<file path="src/rtl/uart_tx_arbiter.sv">
// uart_tx_arbiter: round-robin sharing of one UART byte serializer among
// N_REQ byte sources. A granted byte is launched with a one-cycle ser_start,
// tracked until ser_done, optionally followed by an idle gap, and guarded by
// an optional watchdog that aborts a frame the serializer never finishes.
//
// Build option: define UART_TX_ARB_LOCK_EN to add the req_last port and
// packet locking. While locked, only the locking requester is considered, and
// the round-robin pointer holds. A byte accepted with req_last=1, or a
// watchdog abort, releases the lock.
module uart_tx_arbiter #(
  parameter int unsigned N_REQ       = 4,
  parameter int unsigned GAP_CYC     = 0,
  parameter int unsigned TIMEOUT_CYC = 0,
  parameter int unsigned TW          = 16
) (
  input  logic                       clk,
  input  logic                       rst_n,
  input  logic [N_REQ-1:0]           req_valid,
  input  logic [8*N_REQ-1:0]         req_data,
`ifdef UART_TX_ARB_LOCK_EN
  input  logic [N_REQ-1:0]           req_last,
`endif
  output logic [N_REQ-1:0]           req_ready,
  output logic                       ser_start,
  output logic [7:0]                 ser_data,
  input  logic                       ser_done,
  output logic [$clog2(N_REQ)-1:0]   grant_id,
  output logic                       busy,
  output logic                       err_timeout
);

  localparam int unsigned IW = $clog2(N_REQ);

  typedef enum logic [1:0] {
    S_IDLE,
    S_LAUNCH,
    S_WAIT,
    S_GAP
  } state_e;

  state_e           state_q;
  logic [IW-1:0]    rr_ptr_q;
  logic [TW-1:0]    cnt_q;
  logic [N_REQ-1:0] req_ready_q;
  logic             ser_start_q;
  logic [7:0]       ser_data_q;
  logic [IW-1:0]    grant_id_q;
  logic             busy_q;
  logic             err_timeout_q;

`ifdef UART_TX_ARB_LOCK_EN
  logic             locked_q;
  logic [IW-1:0]    lock_id_q;
`endif

  logic [N_REQ-1:0] cand_valid;
  logic [7:0]       req_byte [N_REQ];
  logic             pick_found;
  logic [IW-1:0]    pick_idx;
  logic [IW-1:0]    cand;

  // Split the flat data bus into one byte per requester.
  for (genvar g = 0; g < N_REQ; g++) begin : g_bytes
    assign req_byte[g] = req_data[8*g +: 8];
  end

  // Requesters eligible for the next grant (only the lock owner while locked).
  always_comb begin
    cand_valid = req_valid;
`ifdef UART_TX_ARB_LOCK_EN
    if (locked_q) begin
      cand_valid = req_valid & (N_REQ'(1) << lock_id_q);
    end
`endif
  end

  // Round-robin pick: first eligible requester after rr_ptr, wrapping at N_REQ.
  always_comb begin
    pick_found = 1'b0;
    pick_idx   = '0;
    cand       = '0;
    for (int unsigned i = 0; i < N_REQ; i++) begin
      cand = IW'((32'(rr_ptr_q) + 32'd1 + i) % N_REQ);
      if (!pick_found && cand_valid[cand]) begin
        pick_found = 1'b1;
        pick_idx   = cand;
      end
    end
  end

  // Arbitration FSM with registered outputs; pulse outputs default low.
  always_ff @(posedge clk or negedge rst_n) begin
    if (!rst_n) begin
      state_q       <= S_IDLE;
      rr_ptr_q      <= IW'(N_REQ - 1);
      cnt_q         <= '0;
      req_ready_q   <= '0;
      ser_start_q   <= 1'b0;
      ser_data_q    <= '0;
      grant_id_q    <= '0;
      busy_q        <= 1'b0;
      err_timeout_q <= 1'b0;
`ifdef UART_TX_ARB_LOCK_EN
      locked_q      <= 1'b0;
      lock_id_q     <= '0;
`endif
    end else begin
      req_ready_q   <= '0;
      ser_start_q   <= 1'b0;
      err_timeout_q <= 1'b0;
      unique case (state_q)
        S_IDLE: begin
          if (pick_found) begin
            state_q     <= S_LAUNCH;
            ser_data_q  <= req_byte[pick_idx];
            grant_id_q  <= pick_idx;
            req_ready_q <= N_REQ'(1) << pick_idx;
            ser_start_q <= 1'b1;
            busy_q      <= 1'b1;
`ifdef UART_TX_ARB_LOCK_EN
            if (!locked_q) begin
              rr_ptr_q <= pick_idx;
            end
            locked_q  <= ~req_last[pick_idx];
            lock_id_q <= pick_idx;
`else
            rr_ptr_q    <= pick_idx;
`endif
          end
        end
        S_LAUNCH: begin
          state_q <= S_WAIT;
          cnt_q   <= '0;
        end
        S_WAIT: begin
          // ser_done is tested first so it beats a watchdog expiry in the same cycle.
          if (ser_done) begin
            cnt_q <= '0;
            if (GAP_CYC != 0) begin
              state_q <= S_GAP;
            end else begin
              state_q <= S_IDLE;
              busy_q  <= 1'b0;
            end
          end else if ((TIMEOUT_CYC != 0) && (cnt_q == TW'(TIMEOUT_CYC - 1))) begin
            state_q       <= S_IDLE;
            busy_q        <= 1'b0;
            err_timeout_q <= 1'b1;
`ifdef UART_TX_ARB_LOCK_EN
            locked_q      <= 1'b0;
`endif
          end else begin
            cnt_q <= cnt_q + 1'b1;
          end
        end
        S_GAP: begin
          if (cnt_q == TW'(GAP_CYC - 1)) begin
            state_q <= S_IDLE;
            busy_q  <= 1'b0;
          end else begin
            cnt_q <= cnt_q + 1'b1;
          end
        end
        default: begin
          state_q <= S_IDLE;
        end
      endcase
    end
  end

  assign req_ready   = req_ready_q;
  assign ser_start   = ser_start_q;
  assign ser_data    = ser_data_q;
  assign grant_id    = grant_id_q;
  assign busy        = busy_q;
  assign err_timeout = err_timeout_q;

endmodule

</file>
<file path="config.mk">
export PLATFORM = sky130hd
export DESIGN_NAME = uart_tx_arbiter
export DESIGN_NICKNAME = d
export VERILOG_FILES = /design/src/rtl/uart_tx_arbiter.sv
export SDC_FILE = /design/constraint.sdc
export NUM_CORES = 1
export LEC_CHECK = 0
export ABC_AREA = 1
export CORE_MARGIN = 2
export CORE_UTILIZATION = 63
export DETAILED_ROUTE_END_ITERATION = 8
export DONT_BUFFER_PORTS = 1
export GPL_TIMING_DRIVEN = 0
export HOLD_SLACK_MARGIN = 0.08
export PLACE_DENSITY = 0.79
export SLEW_MARGIN = 20
export SYNTH_ARGS = -nofsm -noshare
export SYNTH_HDL_FRONTEND = slang
export SYNTH_SLANG_ARGS = --single-unit
</file>
<file path="constraint.sdc">
create_clock -name clk -period 2.2 [get_ports clk]
set_clock_uncertainty 0.1 [all_clocks]
set_input_delay 0.44 -clock clk [delete_from_list [all_inputs] [get_ports clk]]
set_output_delay 0.44 -clock clk [all_outputs]
set_load 0.01 [all_outputs]
</file>
Word-level counts from Yosys, hierarchy flattened. Cells that the tools add are included. Widths: inputs -> output; s select.

Register bits after elaboration: 36. Logic and storage cells: 75. Bits of input ports: 39. Output and inout port bits: 17.

Reductions and logical operators: 13. Mux-type cells: 34. Add/subtract/negate cells: 5. Equality and inequality tests: 8. $lt $le $gt $ge: 5. Shift-type cells: 1. Bitwise gates (word level): 1.

Operator list (number): $pmux 16 s3 (1); $mux 16 (2); $add 16x1->16 const B (1); $bmux 8 s2 (1); $eq 16x16->1 const B (1); $mux 8 (2); $mux 2 (7); $mux 1 (13); $lt 2x3->1 const B (4); $bmux 1 s2 (4); $mux 4 (2); $ne 2x2->1 const B (4); $pmux 2 s4 (1); $reduce_bool 3->1 (2); $add 2x1->2 const B (2); $add 2x2->2 const B (2); $eq 2x2->1 const B (2); $reduce_and 2->1 (2); $reduce_and 4->1 (1); $shl 1x2->4 const A (1); $ge 3x3->1 const B (1); $logic_and 1x1->1 (3); $logic_not 1->1 (3); $not 2->3 (1); 4 further kinds (4).

Depth between registers and ports, before layout.
Word-level depth: 17. Depth in mapped cells: 16. Gate-level depth less buffers: 14.

Least setup slack after synthesis. Ideal clock, no wire load.

Path kind: flip-flop to flip-flop. Start: reg rr_ptr_q[0]. End: reg ser_data_q[4], in the netlist ser_data[4]. Arrival time: 1.733 ns. Setup time: 0.124 ns. Cell stages (with the launch flop): 13. Clock period less this slack: 1.957 ns. Slack: 0.243 ns. Required time: 1.976 ns. Path buffers: 2. Path through: dfstp_2 -> buf_6 -> nand2_1 -> nand2_2 -> nand2_1 -> nand2_2 -> inv_1 -> nand4_4 -> nand3_4 -> buf_6 -> or2_0 -> nand3_1 -> nand3_1.

Word-level cells in the longest chain between the ends: 17. Elaborated cells between the ends (all ways): 31. Classes of those cells: 4 x add/sub; 19 x mux; 1 x bitwise; 7 x reduce/logical.

RTL lines: start: declaration (RTL line 42) `logic [IW-1:0] rr_ptr_q;`; start signal: assignment (RTL line 95) `rr_ptr_q <= IW'(N_REQ - 1);`; start signal: assignment (RTL line 127) `rr_ptr_q <= pick_idx;`; $add 2x1->2 * (RTL line 83) `cand = IW'((32'(rr_ptr_q) + 32'd1 + i) % N_REQ);`; branches (longest 16 deep; another with $add 2x1->2); end signal: assignment (RTL line 115) `ser_data_q <= req_byte[pick_idx];`; end: declaration (RTL line 46) `logic [7:0] ser_data_q;`.

Mark *: on every way between the ends. The select of a mux whose other input is x is not followed. A chain may end at the register's enable or synchronous reset.

Final worst setup path.
Start: reg rr_ptr_q[0]. End: reg req_ready_q[2], in the netlist req_ready[2].

Word-level cells in the longest chain between the ends: 16. Elaborated cells between the ends (all ways): 29. Classes of those cells: 4 x add/sub; 1 x shift; 18 x mux; 6 x reduce/logical.

RTL lines: $add 2x1->2 * (RTL line 83); branches (longest 13 deep; another with $add 2x1->2); $mux 4 * (RTL line 113) `if (pick_found) begin`; $mux 4 * (RTL line 111) `unique case (state_q)`; end signal: assignment (RTL line 117) `req_ready_q <= N_REQ'(1) << pick_idx;`; end: declaration (RTL line 44) `logic [N_REQ-1:0] req_ready_q;`.

Marked as above.

==> impl_metrics.yaml <==
critical_path:
  path_cells: "inv_2 -> buf_6 -> nand2_1 -> nand2_2 -> nand2_2 -> nand2_4 -> nand2_2 -> nand2_2 -> inv_2 -> nand3_4 -> buf_8 -> buf_6 -> buf_4 -> nor3_2"
  end_kind: "flip-flop"
  crit_type: "flip-flop to flip-flop"
  startpoint_type: "flip-flop"
  cp.required_ns: 2.28
  crit_top_cell: "nand2_2"
  crit_slowest_cell: "dfstp_2"
  path_buf_inv: 6
  cp_top_family: "simple AND/OR/NAND/NOR gates"
  slowest_delay_ns: 0.58
  arrival_ns: 2.35
  cp_max_fo: 7
global_routing:
  grt_start_max_net_pins: 37
  antenna_found_initial: 0
  overflow: 0
  grt_pass1_vias: 1961
  grt_pass1_wl_mm: 8.44
  grt_usage: 0.258
final_layout:
  area_delta_synth_final_pct: 22.4
  layout_commonest_cell: "nand2_1"
  fill_cells: 258
  num_antenna_cells: 0
  nets: 410
  drive_above_1_share: 0.259
  final_cell_area_mm2: 0.00286
  seqCellArea_um2: 903
  multi_input_area_mm2: 0.00133
  instances_no_fill: 419
  mostFrequentLayoutCells: "nand2_1, inv_1, dfrtp_1"
yosys:
  dominantRegCellSynth: "dfrtp_1"
  syn_inst: 344
  synth-async-reset-ratio: 1.00
  synth_nets: 384
  synth.yosys.warnings: 0
  ys_seq_elements: 36
  synth_edf_count: 0
  syn-mean-instance-area_um2: 6.78
  yosysSeqAreaShare: 0.387
  synth_cell_types: 32
  synthesis.area_mm2: 0.00233
place:
  portBuffers: 0
  dp_cells: 392
  dp_hpwl_mm: 3.76
  placed_area_mm2: 0.00239
  place_ws_ns: -0.0823
  gp_congestion: 0.882
routing:
  vias: 2221
  routedWlPerCell_um: 13.8
  drtPass1Iterations: 5
  via_per_inst: 5.30
  drc: 0
  finalWirelength_mm: 5.79
  drtIter0Drc: 195
  postRouteAntennaNets: 0
cts:
  ctsRootBufferMaster: "clkbuf_8"
  clkLatencyLatePin_ns: 0.28
  tritoncts: "yes"
  cts.sinks: 36
  h-tree-depth: 2
  clk_pin_slew_ns: 0.07
  cts_made_buffers: 5
  clock_path_buffers: 2
sta:
  rsz0062_at_grt: "true"
  finalWorstSetupSlack_ns: -0.0692
  hold_viol: 0
  period_minus_slack_ns: 2.27
  final_max_slew_viol_count: 0
  fmax_mhz: 441
  setup_viol: 3
  finalCritPeriodShare: 1.03
  whs_ns: 0.277
  timing.slew.headroom: 0.631
  worstMarginPinSlew_ns: 0.548
power_and_ir_drop:
  power-per-cell-area_mw_per_mm2: 456
  finalPower_mw: 1.30
  irDropWorstVdd_mv: 0.249
  leakage_nw: 1.50
die:
  num_rows: 22
  die_y_um: 64.9
  initial_core_util: 0.647
  dieArea_mm2: 0.00421
  fp.coreArea_mm2: 0.00361
  ios: 56
  die_w_um: 64.9
worst_hold_path:
  hold_path_class: "primary input to flip-flop"
run:
  cap_viol_max_count: 0
run_status:
  failed_checks: "setup timing"
  status: "finished with violations"
-- metal layers --
layer,global-route usage,wire (um),up-vias,share of wire
li1,-,-,1120,-
met1,0.311,2340,1029,0.40
met2,0.451,3130,65,0.54
met3,0.0573,236,7,0.041
met4,0.0931,84,0,0.015
met5,0,0,-,0
-- Yosys cell counts (2+ instances only) --
cell type	n	share of area
inv_2	3	0.0048
nand2_2	7	0.019
nand4_1	2	0.0054
buf_6	3	0.014
nor3_1	6	0.013
or2_2	9	0.024
o21ai_0	10	0.021
nand2_1	108	0.17
a21oi_1	15	0.032
o21a_1	4	0.013
dfstp_2	2	0.023
clkbuf_1	2	0.0032
nor2_1	20	0.032
buf_4	2	0.0064
nand3_1	45	0.097
dfrtp_1	34	0.36
inv_1	55	0.088
nor2_2	2	0.0054
buf_2	2	0.0043
-- cell families after synthesis --
kind of cell / Yosys count / synth area share
buffers and inverters: 67 / 0.122
AO/OA/AOI/OAI: 35 / 0.0874
adder cells (fa/ha/maj): 1 / 0.00536
flip-flops: 36 / 0.387
AND/OR/NAND/NOR: 203 / 0.393
other: 1 / 0.00161
XOR/XNOR: 1 / 0.00375
-- cell type report --
type	instances	share of cell area
Multi-Input combinational cell	241	0.466
Clock inverter	1	0.00263
Timing Repair Buffer	19	0.0569
Tap cell	48	0.0210
Buffer	9	0.0293
Inverter	58	0.0780
Clock buffer	7	0.0302
Sequential cell	36	0.316
-- through the flow --
step	setup TNS (ns)	utilization
final	-0.106	0.792
after global routing	-1.30	0.792
after CTS	-0.165	0.701
after detailed placement	-0.280	0.664
after global placement	-0.0814	0.664
after floorplan	0	-
-- tightest hold or removal path, stage by stage --
cell	delay, ns
inv_1	0.02
nand2_1	0.05
nand3_1	0.07
nand3_2	0.06
-- worst paths after layout --
check / startpoint / endpoint / slack [ns] / cells after the start
min in group asynchronous: rst_n / cnt_q[14] / 0.51 / 2
min reg2reg: cnt_q[3] / cnt_q[3] / 0.40 / 1
min: req_data[11] / ser_data[3] / 0.28 / 4
max: rr_ptr_q[0] / req_ready[2] / -0.07 / 14
max in group asynchronous: rst_n / rr_ptr_q[0] / 1.25 / 2
max reg2reg: rr_ptr_q[0] / req_ready[2] / -0.07 / 14
-- where the power goes --
part	total [mW]	switching [mW]	internal (mW)	leakage, nW
clock network	0.484	0.230	0.254	0.0445
logic	0.157	0.0944	0.0630	0.991
registers	0.662	0	0.662	0.460
-- sequential cells by signal, summed over array words and instances (netlist names) --
name and flops:
busy 1, cnt_q 16, grant_id 2, req_ready 4, rr_ptr_q 2, ser_data 8
ser_start 1, state_q 2
-- what timing repair did --
item / 4_1_cts / 5_1_grt
endpoints found under the setup margin: 7 / 32
hold buffers: 2 / 0
gates cloned: 0 / 2
endpoints found under the hold margin: 36 / 0
setup buffers: 0 / 15
pin swaps: 0 / 20
gates resized for setup: 2 / 61
Note: power is estimated with default switching activity, not from simulation.
